**src/rtl/bclk_eye_trainer.sv**
```systemverilog
// BCLK eye trainer: sweeps the IOD delay line, finds the widest stable-sample run
// and parks the delay line at that run's centre.
module bclk_eye_trainer #(
  parameter int NUM_TAPS      = 128,
  parameter int TAP_W         = $clog2(NUM_TAPS),
  parameter int SETTLE_CYCLES = 8,
  parameter int SAMPLE_CYCLES = 16,
  parameter int MIN_EYE       = 8
) (
  input  logic             FAB_CLK,
  input  logic             ARST_N,
  input  logic             START,
  input  logic [7:0]       RX_DATA,
  input  logic             DELAY_LINE_OUT_OF_RANGE,
  output logic             DELAY_LINE_LOAD,
  output logic             DELAY_LINE_MOVE,
  output logic             DELAY_LINE_DIRECTION,
  output logic             EYE_MONITOR_CLEAR_FLAGS,
  output logic             BUSY,
  output logic             DONE,
  output logic             FAIL,
  output logic [TAP_W-1:0] TAP_CENTER,
  output logic [TAP_W:0]   EYE_WIDTH
);

  localparam int MAXC  = (SETTLE_CYCLES > SAMPLE_CYCLES) ? SETTLE_CYCLES : SAMPLE_CYCLES;
  localparam int CNT_W = $clog2(MAXC) + 1;

  typedef enum logic [3:0] {
    S_IDLE, S_LOAD, S_SETTLE, S_SAMPLE, S_EVAL, S_STEP, S_RETURN, S_PASS, S_ERR
  } state_t;

  state_t             state_q, state_d;
  logic [TAP_W-1:0]   tap_q, run_start_q, best_start_q, center_q;
  logic [TAP_W:0]     run_len_q, best_len_q;
  logic [CNT_W-1:0]   cnt_q;
  logic [7:0]         ref_q;
  logic               mis_q, park_q, phase_q, done_q, fail_q;

  logic               ld, mv, dir;
  logic               stable, last_tap, close_run, better;
  logic               settle_end, sample_end;
  logic [TAP_W:0]     run_inc, cand_len, best_len_nx;
  logic [TAP_W-1:0]   cand_start, best_start_nx, center_nx;

  // An eye needs a transition inside the word, so all-0 / all-1 never count as stable.
  assign stable     = !mis_q && (ref_q != 8'h00) && (ref_q != 8'hFF);
  assign last_tap   = (tap_q == TAP_W'(NUM_TAPS - 1));
  assign close_run  = !stable || last_tap;
  assign run_inc    = run_len_q + (TAP_W+1)'(1);
  assign cand_len   = stable ? run_inc : run_len_q;
  assign cand_start = (stable && run_len_q == '0) ? tap_q : run_start_q;
  assign better     = close_run && (cand_len > best_len_q);
  assign best_len_nx   = better ? cand_len   : best_len_q;
  assign best_start_nx = better ? cand_start : best_start_q;
  assign center_nx  = best_start_nx + TAP_W'((best_len_nx - (TAP_W+1)'(1)) >> 1);
  assign settle_end = (cnt_q == CNT_W'(SETTLE_CYCLES - 1));
  assign sample_end = (cnt_q == CNT_W'(SAMPLE_CYCLES - 1));

  always_comb begin
    state_d = state_q;
    ld      = 1'b0;
    mv      = 1'b0;
    dir     = 1'b0;
    case (state_q)
      S_IDLE:   if (START) state_d = S_LOAD;
      S_LOAD: begin
        ld      = 1'b1;
        state_d = S_SETTLE;
      end
      S_SETTLE: if (settle_end) state_d = park_q ? S_PASS : S_SAMPLE;
      S_SAMPLE: if (sample_end) state_d = S_EVAL;
      S_EVAL: begin
        if (!last_tap)                                  state_d = S_STEP;
        else if (best_len_nx < (TAP_W+1)'(MIN_EYE))     state_d = S_ERR;
        else                                            state_d = S_RETURN;
      end
      S_STEP: begin
        mv      = 1'b1;
        dir     = 1'b1;
        state_d = S_SETTLE;
      end
      S_RETURN: begin
        if (tap_q == center_q) state_d = S_SETTLE;
        else                   mv = !phase_q;
      end
      S_PASS:   state_d = S_IDLE;
      S_ERR:    state_d = S_IDLE;
      default:  state_d = S_IDLE;
    endcase
    // Delay-line limit aborts immediately and suppresses any move this cycle.
    if (DELAY_LINE_OUT_OF_RANGE && !(state_q inside {S_IDLE, S_LOAD, S_PASS, S_ERR})) begin
      state_d = S_ERR;
      mv      = 1'b0;
      dir     = 1'b0;
    end
  end

  always_ff @(posedge FAB_CLK or negedge ARST_N) begin
    if (!ARST_N) state_q <= S_IDLE;
    else         state_q <= state_d;
  end

  always_ff @(posedge FAB_CLK or negedge ARST_N) begin
    if (!ARST_N) begin
      tap_q <= '0; run_start_q <= '0; best_start_q <= '0; center_q <= '0;
      run_len_q <= '0; best_len_q <= '0; cnt_q <= '0; ref_q <= '0;
      mis_q <= 1'b0; park_q <= 1'b0; phase_q <= 1'b0; done_q <= 1'b0; fail_q <= 1'b0;
    end else begin
      case (state_q)
        S_IDLE: if (START) begin
          done_q <= 1'b0; fail_q <= 1'b0; park_q <= 1'b0;
          best_len_q <= '0; best_start_q <= '0; run_len_q <= '0; run_start_q <= '0;
          center_q <= '0; tap_q <= '0;
        end
        S_LOAD: begin
          tap_q <= '0;
          cnt_q <= '0;
        end
        S_SETTLE: cnt_q <= settle_end ? '0 : cnt_q + CNT_W'(1);
        S_SAMPLE: begin
          if (cnt_q == '0) begin
            ref_q <= RX_DATA;
            mis_q <= 1'b0;
          end else begin
            mis_q <= mis_q | (RX_DATA != ref_q);
          end
          cnt_q <= sample_end ? '0 : cnt_q + CNT_W'(1);
        end
        S_EVAL: begin
          run_len_q    <= stable ? run_inc : '0;
          run_start_q  <= cand_start;
          best_len_q   <= best_len_nx;
          best_start_q <= best_start_nx;
          phase_q      <= 1'b0;
          if (last_tap) center_q <= center_nx;
        end
        S_STEP: if (mv) tap_q <= tap_q + TAP_W'(1);
        S_RETURN: begin
          if (tap_q == center_q) park_q <= 1'b1;
          else                   phase_q <= ~phase_q;
          if (mv) tap_q <= tap_q - TAP_W'(1);
        end
        default: ;
      endcase
      if (state_d == S_PASS) done_q <= 1'b1;
      if (state_d == S_ERR)  fail_q <= 1'b1;
    end
  end

  assign DELAY_LINE_LOAD         = ld;
  assign EYE_MONITOR_CLEAR_FLAGS = ld;
  assign DELAY_LINE_MOVE         = mv;
  assign DELAY_LINE_DIRECTION    = dir;
  assign BUSY       = !(state_q inside {S_IDLE, S_PASS, S_ERR});
  assign DONE       = done_q;
  assign FAIL       = fail_q;
  assign TAP_CENTER = done_q ? center_q : '0;
  assign EYE_WIDTH  = best_len_q;

endmodule

```
**config.mk**
```make
export PLATFORM = sky130hd
export DESIGN_NAME = bclk_eye_trainer
export DESIGN_NICKNAME = d
export VERILOG_FILES = /design/src/rtl/bclk_eye_trainer.sv
export SDC_FILE = /design/constraint.sdc
export NUM_CORES = 1
export LEC_CHECK = 0
export ABC_AREA = 1
export BUFFER_PORTS_ARGS = -buffer_cell sky130_fd_sc_hd__buf_2
export CORE_MARGIN = 5
export CORE_UTILIZATION = 45
export CTS_CLUSTER_SIZE = 20
export DETAILED_ROUTE_END_ITERATION = 8
export GPL_ROUTABILITY_DRIVEN = 1
export PLACE_DENSITY = 0.72
export SLEW_MARGIN = 5
export SYNTH_ARGS = -nofsm -noshare
export SYNTH_HDL_FRONTEND = slang
export SYNTH_SLANG_ARGS = --single-unit
```
**constraint.sdc**
```tcl
create_clock -name FAB_CLK -period 5.8 [get_ports FAB_CLK]
set_clock_uncertainty 0.1 [all_clocks]
set_input_delay 0.87 -clock FAB_CLK [delete_from_list [all_inputs] [get_ports FAB_CLK]]
set_output_delay 0.87 -clock FAB_CLK [all_outputs]
set_load 0.01 [all_outputs]
```
Yosys cells after proc, flatten, opt, wreduce, memory -nomap -nowiden
Index checks and enable logic that the tools add are counted.

Flip-flop bits (word level): 66. Input bits: 12.

$add $sub $neg: 6. $lt $le $gt $ge: 2. Equality and inequality tests: 22. Multiplexer cells: 44. Bitwise operators: 2. Reductions and logical operators: 35.

Operators with widths (number): $mux W7 (7); $pmux W7 S2 (3); $mux W8 (4); $pmux W8 S2 (2); $mux W4 (7); $pmux W7 S4 (1); $pmux W4 S6 (1); $eq A4 B3 Y1 const B (5); $pmux W5 S3 (1); $reduce_bool A2 Y1 (7); $mux W1 (12); $ne A2 B2 Y1 const B (6); $mux W5 (2); $reduce_and A2 Y1 (5); $add A8 B1 Y8 const B (1); $eq A4 B2 Y1 const B (2); $eq A4 B4 Y1 const B (2); $gt A8 B8 Y1 (1); $logic_not A8 Y1 (1); $lt A8 B4 Y1 const B (1); $ne A8 B8 Y1 (1); $ne A8 B8 Y1 const B (1); $reduce_bool A4 Y1 (2); $reduce_bool A8 Y1 (1); 23 further kinds (35).

Logic depth before layout (Yosys ltp)
Gate-level depths: netlist (run 1).

Depth in word-level cells: 15. Gate-level depth with buffers: 34.

Least setup slack after synthesis (run 1)
Ideal clock, no wire load.

Kind: register to register. From: register ref_q[7]. To: register center_q[6]. Library setup time: 117 ps. Arrival: 3845 ps. Path slack: 1738 ps. Cell stages (with the launch flop): 33. Cell sequence: dfrtp_1 -> nor2_1 -> nand2_1 -> nor2_2 -> nor2_4 -> buf_6 -> buf_6 -> ha_1 -> ha_1 -> inv_1 -> nand2_1 -> nand2_1 -> nand2_1 -> nand2_1 -> nand2_1 -> nand2_1 -> nand2_1 -> nor2_4 -> nand2_1 -> o21ai_2 -> inv_1 -> ha_1 -> inv_1 -> ha_1 -> fa_1 -> a21oi_1 -> o21bai_1 -> nand2_1 -> a21oi_1 -> nor2_1 -> nand3_1 -> nand3_1 -> nand2_1.

Cells in the longest elaborated chain, start to end: 11. Elaborated cells between the ends (all ways): 17.

RTL lines: from (decl) (line 37) `logic [7:0] ref_q;`; from (signal assigned) (line 107) `run_len_q <= '0; best_len_q <= '0; cnt_q <= '0; ref_q <= '0;`; from (signal assigned) (line 123) `ref_q <= RX_DATA;`; $reduce_bool A8 Y1 (line 47) `assign stable = !mis_q && (ref_q != 8'h00) && (ref_q != 8'hFF);`; $logic_and A1 B1 Y1 (line 47); $logic_and A1 B1 Y1 * (line 47); $mux W8 or $logic_not A1 Y1 (tied branches) (line 51, 49); $gt A8 B8 Y1 or $logic_or A1 B1 Y1 (tied branches) (line 53, 49); $logic_and A1 B1 Y1 (line 53) `assign better = close_run && (cand_len > best_len_q);`; $mux W8 (line 54) `assign best_len_nx = better ? cand_len : best_len_q;`; $sub A8 B1 Y8 (line 56) `assign center_nx = best_start_nx + TAP_W'((best_len_nx - (TAP_W+1)'(1)) >> 1);`; $add A7 B7 Y7 * (line 56); $mux W7 * (line 136) `if (last_tap) center_q <= center_nx;`; $pmux W7 S2 * (line 110) `case (state_q)`; to (signal assigned) (line 136); to (decl) (line 34) `logic [TAP_W-1:0] tap_q, run_start_q, best_start_q, center_q;`.

Mark *: on every way between the ends. The rest lies on a longest branch, timed or not. The select of a mux whose other input is x is not followed. A chain may end at the register's enable or synchronous reset.

Worst setup path in the final report (run 1)
From: register ref_q[1]. To: register center_q[6].

The elaborated chain is that of the path after synthesis.

==> reports/results.ini, run 1 <==
[logic_synthesis]
synth-xor-area-share_pct = 5.16
synthTopCellsByArea = dfrtp_1 36%, nand2_1 15%, ha_1 7.4%
yosysWarnings = 0
syn_area_um2 = 4590
yosysTopAreaCell = dfrtp_1
synth-edff-count = 0
synth_top_family_by_area = simple AND/OR/NAND/NOR gates
syn_nets = 664
synthMuxAreaShare_pct = 0
ys_top_cells_by_count = 184 x nand2_1, 90 x inv_1, 66 x dfrtp_1
asyncSetResetFlopFracSynth_pct = 100
ys_types = 40
synth_compound_area_share_pct = 12.4
synth_ff_type = dfrtp_1
synthCells = 623
synthSimpleGateAreaFrac_pct = 28.8
yosysMostFrequentCell = nand2_1
synth_top_area_share_pct = 36.0
synth-seq-cells = 66
synth_fa_ha_area_share_pct = 8.24
yosysSeqAreaShare_pct = 36.0
avgSynthCellArea_um2 = 7.36

[worst_hold_path]
whs_path_depth = 1
hold_end = phase_q
hp-start = phase_q
hold_class = flip-flop to flip-flop

[status]
status = finished clean

[setup_path]
cp_max_fo = 21
cp_slowest_cell = nor2_4
path_common_cell = nand2_1
ff2ff_path_depth = 30
ff2ff_setup_slack_ns = 1.01
worst-path-stages = 30
worstSetupPathType = flip-flop to flip-flop
path_buf_inv = 3
cp.arrival_ns = 4.93
slowest_delay_ns = 0.45
worstSetupStartpointType = flip-flop
rr_endpoint = center_q[6]
critical_path.top_delay_family = simple AND/OR/NAND/NOR gates
worst_r2r_startpoint = ref_q[1]
end_kind = flip-flop
required_ns = 5.94

[clock_network]
cts.repair.resized = 0
cts_hold_buf = 0
cts_root_buf = clkbuf_8
clockBufferDepth = 2
cts-buffers-inserted = 9
cts.htree.levels = 3
post_cts_buffers = 0
clock_latency_ns = 0.35
path_clk_slew_ns = 0.08
clock_sinks = 66
cts_tree = done

[finish]
nNetsFinal = 694
n_fill_cell = 952
syn_to_final_growth_pct = 10.6
antennaDiodeCount = 0
final_area_um2 = 5070
drive_gt1_share_pct = 12.3

[sta]
finalSetupViolCount = 0
finalCritPeriodShare_pct = 82.7
tightest_slew_ns = 1.03
tns_ns = 0
slew_headroom_pct = 31.4
rsz0062_at_grt = no
slew_violations = 0
fmax_ghz = 0.209
hold_viol = 0
period_needed_ns = 4.79

[floorplan]
ios = 34
dieArea_um2 = 12300
die_w_um = 111
dieHeight_um = 111
initial_utilization_pct = 46.5
rows = 36
core_um2 = 9860

[drt]
drtIter0Drc = 234
ant_nets = 0
wl_per_cell_um = 13.5
via_per_inst = 5.19
vias = 4102
drt-total-wl_mm = 10.7
drt_pass1_iterations = 4
drc = 0

[global_routing]
grt_pass1_vias = 3979
grt_antenna_before_repair = 0
grt_max_degree = 67
track_usage_pct = 17.8
overflow = 0
grt_first_pass_wirelength_mm = 18.4

[pwr]
irDropWorstVdd_mv = 0.185
power.density_nw_per_um2 = 374
cellLeakagePower_uw = 0.00273

[place]
gp_congestion = 0.851
place_area_um2 = 4830
hpwl_mm = 7.97
io_buffers = 33

[job]
maxCapViolations = 0

placed cells by master, fill, tap and decap left out, types with 2 or more instances in the layout:
cell type	instances
nor4_1	5
nand2_2	9
o21ai_0	22
nand2_1	184
dfrtp_1	66
bufinv_16	3
nor3_1	7
a21oi_1	17
buf_2	33
nor2_1	51
nand4_1	5
clkbuf_8	9
clkinv_4	2
nor2_4	4
nand3_1	27
ha_1	27
a22o_1	2
nor2_2	2
o21bai_1	2
fa_1	2
o21ai_1	9
a21o_1	3
nand3_2	3
inv_1	90
clkinv_2	2
xor2_1	22
xnor2_1	5
a22oi_1	2
o21ai_2	10
o22ai_1	22
logic make-up (layout without fill, tap and decap cells):
logic type / count (synthesis) / in the layout
AO/OA/AOI/OAI: 93 / 93
XOR/XNOR: 27 / 27
adder cells (fa/ha/maj): 29 / 29
buffers and inverters: 105 / 140
flip-flops: 66 / 66
AND/OR/NAND/NOR: 303 / 303
per-layer routing:
metal	vias to the layer above	wire [µm]	track usage (%)	share of wire, %
li1	2068	-	-	-
met3	12	473	3.33	4.4
met2	74	5060	29.9	47
met4	0	121	4.93	1.1
met1	1948	5030	23.6	47
met5	-	0	0	0
worst reg2reg max path: cells and delay by family (launching register included):
family / cells / cell delay, ns
AOI/OAI and AO/OA: 4 / 0.39
adders and majority gates: 4 / 1.20
buffers and inverters: 3 / 0.27
DFF: 1 / 0.42
and+or+nand+nor: 19 / 2.27
per-stage QoR:
stage                     total power [µW]  util [%]  hold slack, ns  cells  worst slack, ns
after floorplan                       1270         -           0.355    623             1.74
after global placement                1410      49.0           0.366    775             1.24
after detailed placement              1430      49.0           0.386    775             1.07
after CTS                             1910      51.4           0.402    791            0.995
after global routing                  2050      51.4           0.437    791            0.521
final                                 1900      51.4           0.395    791             1.01
final cells by class:
cell class	count	area [µm²]	share of cell area, %
Clock buffer	9	124	2.44
Clock inverter	7	118	2.32
Inverter	90	338	6.66
Multi-Input combinational cell	452	2500	49.3
Sequential cell	66	1650	32.6
Tap cell	133	166	3.28
Timing Repair Buffer	34	173	3.40
how the worst max path moves through the flow:
stage / to / start
2_1_floorplan: center_q[6] / ref_q[7]
3_3_place_gp: center_q[6] / ref_q[1]
3_5_place_dp: center_q[6] / ref_q[5]
4_1_cts: center_q[6] / ref_q[1]
5_1_grt: center_q[6] / ref_q[0]
6_report: center_q[6] / ref_q[1]
power breakdown:
group	internal [µW]	total, µW	switching [µW]	leakage, µW
logic	282	840	558	0.00172
registers	520	587	66.8	0.000892
clock network	285	471	185	0.000123
state kept, by name, indices dropped and copies added (netlist names):
signal        cells
run_len_q         8
park_q            1
tap_q             7
center_q          7
EYE_WIDTH         8
mis_q             1
state_q           4
best_start_q      7
ref_q             8
cnt_q             5
run_start_q       7
FAIL              1
DONE              1
phase_q           1
(Power assumes the default switching activity.)
==> inputs of run 2 (changes only) <==
- PLACE_DENSITY: 0.72 -> 0.74
- clock period: 5.8 -> 4.3 ns (I/O delays scaled with it)
==> run 2 against run 1 <==
  * Hold slack got worse by 0.026 ns
  * Final area increased by 9.1%
  * Largest cell class unchanged
  * Maximum frequency is 15% higher
  * Register-to-register slack worse by 0.88 ns
  * Global-route usage increased by 0.81 points
  * Highest routed layer unchanged
  * Largest power group unchanged
  * Clock power up 3%
  * Final cell count is 3.7% higher
  * Setup slack got worse by 0.88 ns
  * Clock-buffer cell count rose by 3
==> reports/results.ini, run 2 (same netlist as run 1, synthesis figures left out) <==
[pwr]
power.density_nw_per_um2 = 498
power.total_uw = 2760
cellLeakagePower_uw = 0.00290
p_sw_share_pct = 43.7
irDropWorstVdd_mv = 0.239
clockPowerShare_pct = 17.6
power_frac_comb_pct = 53.8
seq_power_share_pct = 28.6
p_int_uw = 1550
p_sw_uw = 1200

[sta]
tns_ns = 0
rsz0062_at_grt = yes
whs_ns = 0.369
hold_viol = 0
period_needed_ns = 4.17
slew_headroom_pct = 30.6
finalCritPeriodShare_pct = 97.0
finalSetupViolCount = 0
tightest_slew_ns = 1.04
finalWorstSetupSlack_ns = 0.130
slew_violations = 0
fmax_ghz = 0.240

[setup_path]
path_common_cell = nand2_1
worstSetupStartpointType = flip-flop
slowest_delay_ns = 0.42
end_kind = flip-flop
worstSetupPathType = flip-flop to flip-flop
cp.arrival_ns = 4.36
cp_slowest_cell = dfrtp_1
required_ns = 4.49
cp_max_fo = 6

[drt]
vias = 4298
drc = 0
drtIter0Drc = 372
wl_per_cell_um = 14.3
via_per_inst = 5.24
ant_nets = 0
drt_pass1_iterations = 5
drt-total-wl_mm = 11.7

[finish]
drive_gt1_share_pct = 21.4
syn_to_final_growth_pct = 20.7
fin_cells = 820
nNetsFinal = 725
antennaDiodeCount = 0
final_cell_mix = 171 x nand2_1, 87 x inv_1, 65 x dfrtp_1, 48 x nor2_1, 33 x buf_2
layout_commonest_cell = nand2_1

[clock_network]
cts_hold_buf = 0
clockBufferDepth = 2
cts_tree = done
cts.htree.levels = 3
cts_root_buf = clkbuf_8
cts-buffers-inserted = 9
clock_latency_ns = 0.36
path_clk_slew_ns = 0.07
clock_sinks = 66

[global_routing]
grt_max_degree = 48
grt_antenna_before_repair = 0
grt_first_pass_wirelength_mm = 19.0
overflow = 0
track_usage_pct = 18.6
grt_pass1_vias = 4067

[place]
io_buffers = 33
gp_congestion = 0.892
post-place-cells = 782
place_ws_ns = -0.00253
hpwl_mm = 8.13

[worst_hold_path]
hold_class = input pin to asynchronous set/reset pin

[floorplan]
rows = 36
dieArea_um2 = 12300
die_w_um = 111
core_um2 = 9860
ios = 34
initial_utilization_pct = 46.5
dieHeight_um = 111

[status]
status = finished clean

[job]
maxCapViolations = 0

==> run 2: area by class of cell <==
class	count	area (µm²)
clock buffer	12	165
clock inverter	2	12.5
fill	867	4330
inverter	90	340
multi-input combinational	452	2730
sequential	66	1650
tap	133	166
timing repair buffer	65	464
==> run 2: critical path: cells and delay by family, from the launching register on <==
kind / cells / cell delay [ns]
compound gates: 4 / 0.36
xor+xnor: 1 / 0.21
fa+ha+maj: 2 / 0.59
buf+inv: 4 / 0.49
flops: 1 / 0.42
simple gates: 22 / 1.92
==> run 2: routing by layer <==
layer  vias up  routed length, µm  global-route usage, %
li1       2129                  -                      -
met1      2042               5300                   24.6
met2       108               5690                   30.1
met3        19                534                   4.37
met4         0                205                   6.24
met5         -                  0                      0
==> run 2: timing repair <==
item | 4_1_cts | 5_1_grt
buffers inserted | 1 | 21
cloned | 0 | 2
setup endpoints to repair | 1 | 4
pin swaps | 1 | 36
gates resized for setup | 1 | 53
==> run 2: path summary, 6_finish.rpt <==
path	cells after the start	slack (ns)	startpoint	to
setup / recovery	33	0.13	ref_q[4]	center_q[6]
hold / removal	1	0.37	ARST_N	cnt_q[2]
setup reg to reg	33	0.13	ref_q[4]	center_q[6]
hold reg to reg	1	0.38	FAIL	FAIL
max in group asynchronous	2	2.82	ARST_N	run_len_q[5]
min in group FAB_CLK	1	0.38	FAIL	FAIL
==> run 2: power groups by stage <==
| stage | clock network [µW] | registers [µW] | logic, µW |
|---|---|---|---|
| floorplan | 0 | 784 | 929 |
| global placement | 0 | 794 | 1160 |
| detailed placement | 0 | 804 | 1170 |
| CTS | 501 | 791 | 1190 |
| global route | 522 | 798 | 1660 |
| finish | 486 | 788 | 1480 |
==> run 2: per-stage QoR <==
stage / util, % / instance area [µm²]
2_1_floorplan: - / 4590
3_5_place_dp: 49.6 / 4900
5_1_grt: 56.1 / 5540
4_1_cts: 51.6 / 5090
3_3_place_gp: 49.6 / 4900
6_report: 56.1 / 5540
